`src/rtl/reg_init_bank.sv`:
```
// Bank of CHANNELS registers reloading port-supplied defaults on reset or on a soft sweep.
// Optional per-channel write lock is enabled by defining REG_INIT_BANK_LOCK_EN.
module reg_init_bank #(
  parameter int WIDTH    = 8,
  parameter int CHANNELS = 4,
  localparam int IDXW    = $clog2(CHANNELS > 1 ? CHANNELS : 2)
) (
  input  logic                      clk,
  input  logic                      rst,
  input  logic [CHANNELS*WIDTH-1:0] init_val,
  input  logic [CHANNELS*WIDTH-1:0] in_val,
  input  logic [CHANNELS-1:0]       wr_en,
`ifdef REG_INIT_BANK_LOCK_EN
  input  logic [CHANNELS-1:0]       lock,
`endif
  input  logic                      sweep_req,
  output logic [CHANNELS*WIDTH-1:0] out_val,
  output logic                      busy,
  output logic                      sweep_done
);

  typedef enum logic {
    IDLE  = 1'b0,
    SWEEP = 1'b1
  } state_t;

  state_t            r_state;
  state_t            w_state_nxt;
  logic [IDXW-1:0]   r_idx;
  logic [IDXW-1:0]   w_idx_nxt;
  logic              r_done;
  logic              w_done_nxt;
  logic [CHANNELS-1:0] w_wen;
  logic              w_sweeping;

  localparam logic [IDXW-1:0] LAST = IDXW'(CHANNELS - 1);

`ifdef REG_INIT_BANK_LOCK_EN
  assign w_wen = wr_en & ~lock;
`else
  assign w_wen = wr_en;
`endif

  assign w_sweeping = (r_state == SWEEP);
  assign busy       = w_sweeping;
  assign sweep_done = r_done;

  // Sequencer state, sweep index and done pulse registers
  always_ff @(posedge clk) begin
    if (rst) begin
      r_state <= IDLE;
      r_idx   <= '0;
      r_done  <= 1'b0;
    end else begin
      r_state <= w_state_nxt;
      r_idx   <= w_idx_nxt;
      r_done  <= w_done_nxt;
    end
  end

  // Next-state logic: requests only accepted while idle
  always_comb begin
    w_state_nxt = r_state;
    w_idx_nxt   = r_idx;
    w_done_nxt  = 1'b0;
    unique case (r_state)
      IDLE: begin
        if (sweep_req) begin
          w_state_nxt = SWEEP;
          w_idx_nxt   = '0;
        end
      end
      SWEEP: begin
        if (r_idx == LAST) begin
          w_state_nxt = IDLE;
          w_idx_nxt   = '0;
          w_done_nxt  = 1'b1;
        end else begin
          w_idx_nxt = r_idx + 1'b1;
        end
      end
      default: begin
        w_state_nxt = IDLE;
        w_idx_nxt   = '0;
      end
    endcase
  end

  for (genvar i = 0; i < CHANNELS; i++) begin : g_ch
    logic [WIDTH-1:0] r_reg;
    logic             w_slot;

    assign w_slot = w_sweeping && (r_idx == IDXW'(i));
    assign out_val[i*WIDTH +: WIDTH] = r_reg;

    // Channel register: reset/sweep slot load default, else optional write
    always_ff @(posedge clk) begin
      if (rst) begin
        r_reg <= init_val[i*WIDTH +: WIDTH];
      end else if (w_slot) begin
        r_reg <= init_val[i*WIDTH +: WIDTH];
      end else if (w_wen[i]) begin
        r_reg <= in_val[i*WIDTH +: WIDTH];
      end
    end
  end

endmodule
```
`config.mk`:
```
export PLATFORM = sky130hd
export DESIGN_NAME = reg_init_bank
export DESIGN_NICKNAME = d
export VERILOG_FILES = /design/src/rtl/reg_init_bank.sv
export SDC_FILE = /design/constraint.sdc
export NUM_CORES = 1
export LEC_CHECK = 0
export ABC_AREA = 1
export CORE_UTILIZATION = 34
export DETAILED_ROUTE_END_ITERATION = 8
export PLACE_DENSITY = 0.76
export SYNTH_ARGS = -nofsm -noshare
export SYNTH_HDL_FRONTEND = slang
export SYNTH_SLANG_ARGS = --single-unit
export TNS_END_PERCENT = 30
```
`constraint.sdc`:
```
create_clock -name clk -period 1.3 [get_ports clk]
set_input_delay 0.26 -clock clk [delete_from_list [all_inputs] [get_ports clk]]
set_output_delay 0.26 -clock clk [all_outputs]
set_load 0.005 [all_outputs]
```
Word-level counts from Yosys, hierarchy flattened. Cells that the tools add are included.

Flip-flop bits (word level): 36. Bits in latches: 0. RAM bits: 0. Memory bits (read-only): 0. Input bits: 71. Word-level logic and storage cells: 42. Memories: 0.

Add/subtract/negate cells: 1. Multipliers: 0. Divide/modulo/power cells: 0. Order comparisons: 0. Equal/unequal tests: 4. Shifts and indexed selects: 0. Multiplexer cells: 19. Bitwise operators: 1. Reductions and logical operators: 10.

Operators by type and width (count): $mux W8 (12); $reduce_bool A3 Y1 (4); $eq A2 B2 Y1 const B (2); $logic_and A1 B1 Y1 (4); $mux W2 (2); $pmux W2 S2 (1); $mux W1 (3); $add A2 B1 Y2 const B (1); $eq A2 B1 Y1 const B (1); $logic_not A2 Y1 (1); $ne A2 B2 Y1 const B (1); $pmux W1 S2 (1); $reduce_or A2 Y1 (1); $not A1 Y1 (1).

Longest topological paths before layout.
Depth after elaboration: 4. Mapped depth: 6. Mapped depth without buffers: 6.

Least setup slack after synthesis. OpenSTA, ideal clock, no wires.

Path type: register -> register. Start: register r_idx[0]. End: register g_ch[0].r_reg[0] (enable). Setup time: 0.298 ns. Data arrival time: 0.992 ns. Required time: 1.002 ns. Slack: 0.010 ns. Stages on the path, launching flop included: 5. Path buffers: 0. Cell sequence: dfxtp_1 inv_1 ha_1 nand2_4 nand2_1.

Word-level cells in the longest chain between the ends: 3.

Ends and longest elaborated chain: from (decl) (RTL line 29) `logic [IDXW-1:0] r_idx;`; from (signal assigned) (RTL line 56) `r_idx <= w_idx_nxt;`; $logic_not A2 Y1 (RTL line 93) `assign w_slot = w_sweeping && (r_idx == IDXW'(i));`; $logic_and A1 B1 Y1 (RTL line 93); $reduce_bool A3 Y1 (no line); to (signal assigned) (RTL line 99) `r_reg <= init_val[i*WIDTH +: WIDTH];`; to (signal assigned) (RTL line 101) `r_reg <= init_val[i*WIDTH +: WIDTH];`; to (signal assigned) (RTL line 103) `r_reg <= in_val[i*WIDTH +: WIDTH];`; to (decl) (RTL line 90) `logic [WIDTH-1:0] r_reg;`.

Every way passes these cells. A chain may end at the register's enable or synchronous reset.

Worst setup path in the final report.
Start: register r_idx[0]. End: register g_ch[2].r_reg[1] (enable).

Word-level cells in the longest chain between the ends: 3.

Ends and longest elaborated chain (RTL line): $eq A2 B2 Y1 (93); $logic_and A1 B1 Y1 (93); $reduce_bool A3 Y1 (no line); to (signal assigned) (99); to (signal assigned) (101); to (signal assigned) (103); to (decl) (90).

Every way passes these cells.

==> metrics.md <==
| Metric | Value |
|---|---|
| Outcome | completed |
| Max Freq | approximately 810 MHz |
| Post-route ant nets | 0 |
| Vias in the first global route | between 1,500 and 2,000 |
| Post-Syn Area | approximately 1800 µm² |
| Pin slew with the least headroom to its limit | 208.2 ps |
| Min Tclk post-route | about 1200 ps |
| Hold Vio Cnt, Final | 0 |
| Initial Util | 0.3574 |
| Site Rows | 26 |
| Largest register FFs | 32 |
| Final Max Tran Viols | 0 |
| Synth Register Bits | 36 |
| RSZ-0062 raised after global routing | true |
| Max cap viols | 0 |
| Antenna Cells | 0 |
| Fill cell count | 453 |
| Syn nets | roughly 250 |
| Clk_lat worst skew | around 280 ps |
| DR iter-0 viols | 46 |
| Startpoint Class | flip-flop |
| Die Height | roughly 76 µm |
| Largest net degree at the start of global routing | 19 |
| Critical path buffers and inverters | 2 |
| CP endpoint kind | flip-flop |
| Residual DRC count | 0 |
| Layout Nets | ~370 |
| CP Data Required Time | about 1400 ps |
| Drt via density | approximately 4.3 |
| First-pass GRT wire length | between 6 and 7 mm |
| CP Class | reg -> reg |
| Num ports | 105 |
| Die area | 5700 µm² |
| Final setup violation count | 0 |
| Inserted Clock Buffers | 5 |
| Syn_area_per_cell | 10.74 µm² |
| Layout cell share with drive strength beyond 1 | 0.2373 |
| Die width | 75.50 µm |
| Post-route setup slack | just under 60 ps |
| Cells after Synth | 171 |
| Routed via count | between 1,500 and 2,000 |
| Crit-path max FO | 8 |
| Port Buffers | roughly 100 |
| DR pass1 iterations | 4 |
| Final wirelength | 4.338 mm |
| Gr usage total | 0.1587 |
| WL/cell | ~12 µm |
| Area delta synth->final | 74.52% |
| Clk sinks | 36 |
| Clock Pin Slew Worst Setup and Hold Paths | around 60 ps |
| Synth warnings | 0 |
| Slowest CP cell | dfxtp_2 |
| Root Driver | clkbuf_8 |
| Pre-CTS WS | -200.2 ps |
| Pwr Density | approximately 900 nW/µm² |
| Final period util | 0.9548 |
| Register area share after synthesis | 0.5668 |
| TritonCTS clock tree | yes |
| Delay-heaviest family, CP | flip-flops |
| VDD IR-drop max | approximately 0.00050 V |
| Core area | 5140 µm² |
| Worst min path class | reg -> reg |
| Delay of the slowest critical-path stage | ~360 ps |
| Dpl hpwl | roughly 3.6 mm |
| Leakage | around 0.0014 µW |
| Worst-path cell chain | inv_1 > ha_1 > nand2_4 > nand2_1 > buf_12 |
| Arrival @ worst endpoint | about 1300 ps |
| Clk_skew | 4.855 ps |
| Global route overflow | 0 |
| Max-slew headroom | 0.8607 |
| Clock Path Buffers | 2 |
| H-tree levels | 2 |
| Placer congestion estimate | between 0.7 and 0.8 |
| Initial antenna violation count | 0 |
| Fin Hold WS | about 630 ps |
| Yosys cell types | 16 |
[layer usage]
metal / track usage / routed length, µm / up-vias
li1: - / - / 824
met1: 0.1697 / 1652 / 694
met2: 0.3056 / 2435 / 51
met3: 0.02646 / 179 / 7
met4: 0.06790 / 71 / 0
met5: 0 / 0 / -
[synthesized netlist by cell type]
library cell  instances  area (µm²)
nand2_2              32       200.2
o21ai_1               1       5.000
nand2_1              37       138.9
inv_1                 2       7.510
and3_1                1       6.260
edfxtp_1             32       960.9
nor2_1                9       33.78
ha_1                  5       62.56
dfxtp_1               4       80.08
buf_2                 3       15.01
buf_4                 1       7.510
inv_2                 1       3.750
buf_12                1       20.02
nand2_4               4       45.04
nand2_8               4       80.08
nand3_1              34       170.2
[cell usage in the layout, fill, tap and decap left out]
master	instances
inv_2	1
nor2_1	9
nand2_2	32
buf_12	7
o21ai_1	1
ha_2	1
clkdlybuf4s50_1	70
buf_4	11
dlygate4sd2_1	34
nand2_8	4
dfxtp_2	3
and3_1	1
inv_1	2
nand3_1	34
clkbuf_8	7
dfxtp_1	1
nand2_4	4
nand2_1	37
edfxtp_1	32
ha_1	4
[final cells by class]
cell class                 count  area (µm²)  share of cell area
sequential                    36        1045              0.3259
multi-input combinational    127       744.5              0.2322
clock buffer                   7       96.34             0.03005
inverter                       3       11.26            0.003513
tap                           70       87.58             0.02732
timing repair buffer         122        1221              0.3810
[worst paths after layout]
path	startpoint	endpoint	slack [ps]	depth (start not counted)
hold / removal	r_idx[1]	r_idx[1]	630	3
setup reg to reg	r_idx[0]	g_ch[2].r_reg[1]	60	5
setup / recovery	r_idx[0]	g_ch[2].r_reg[1]	60	5
hold reg to reg	r_idx[1]	r_idx[1]	630	3
[metrics by stage]
step / TNS, ps / cell area, µm² / total power [µW] / util / instances
floorplan: 0 / 1837 / 1692 / - / 171
global placement: -9917 / 3138 / 2210 / 0.6105 / 357
detailed placement: -11150 / 3138 / 2226 / 0.6105 / 357
CTS: 0 / 3202 / 2967 / 0.6229 / 365
global route: -9.063 / 3206 / 3067 / 0.6237 / 365
finish: 0 / 3206 / 2941 / 0.6237 / 365
[timing repair]
item / CTS / global route
gates resized for setup: 36 / 2
buffers inserted: 1 / 0
pin swaps: 0 / 1
endpoints found under the setup margin: 50 / 24
hold buffers: 0 / 0
[worst min-delay path, stage by stage, from the launching register on]
cell	delay (ps)
dfxtp_2	360
buf_4	120
nand3_1	70
nand2_1	60
[cell families after synthesis]
kind of cell,Yosys count,synth area share
compound gates,1,0.002722
flops,36,0.5668
simple gates,121,0.3672
buf+inv,8,0.02929
fa+ha+maj,5,0.03406
[report_power, final]
part,switching (µW),internal (µW)
sequential,25.7,1390
clock,348,471
combinational,277,430
No activity file was read; power rests on OpenSTA's default activity.
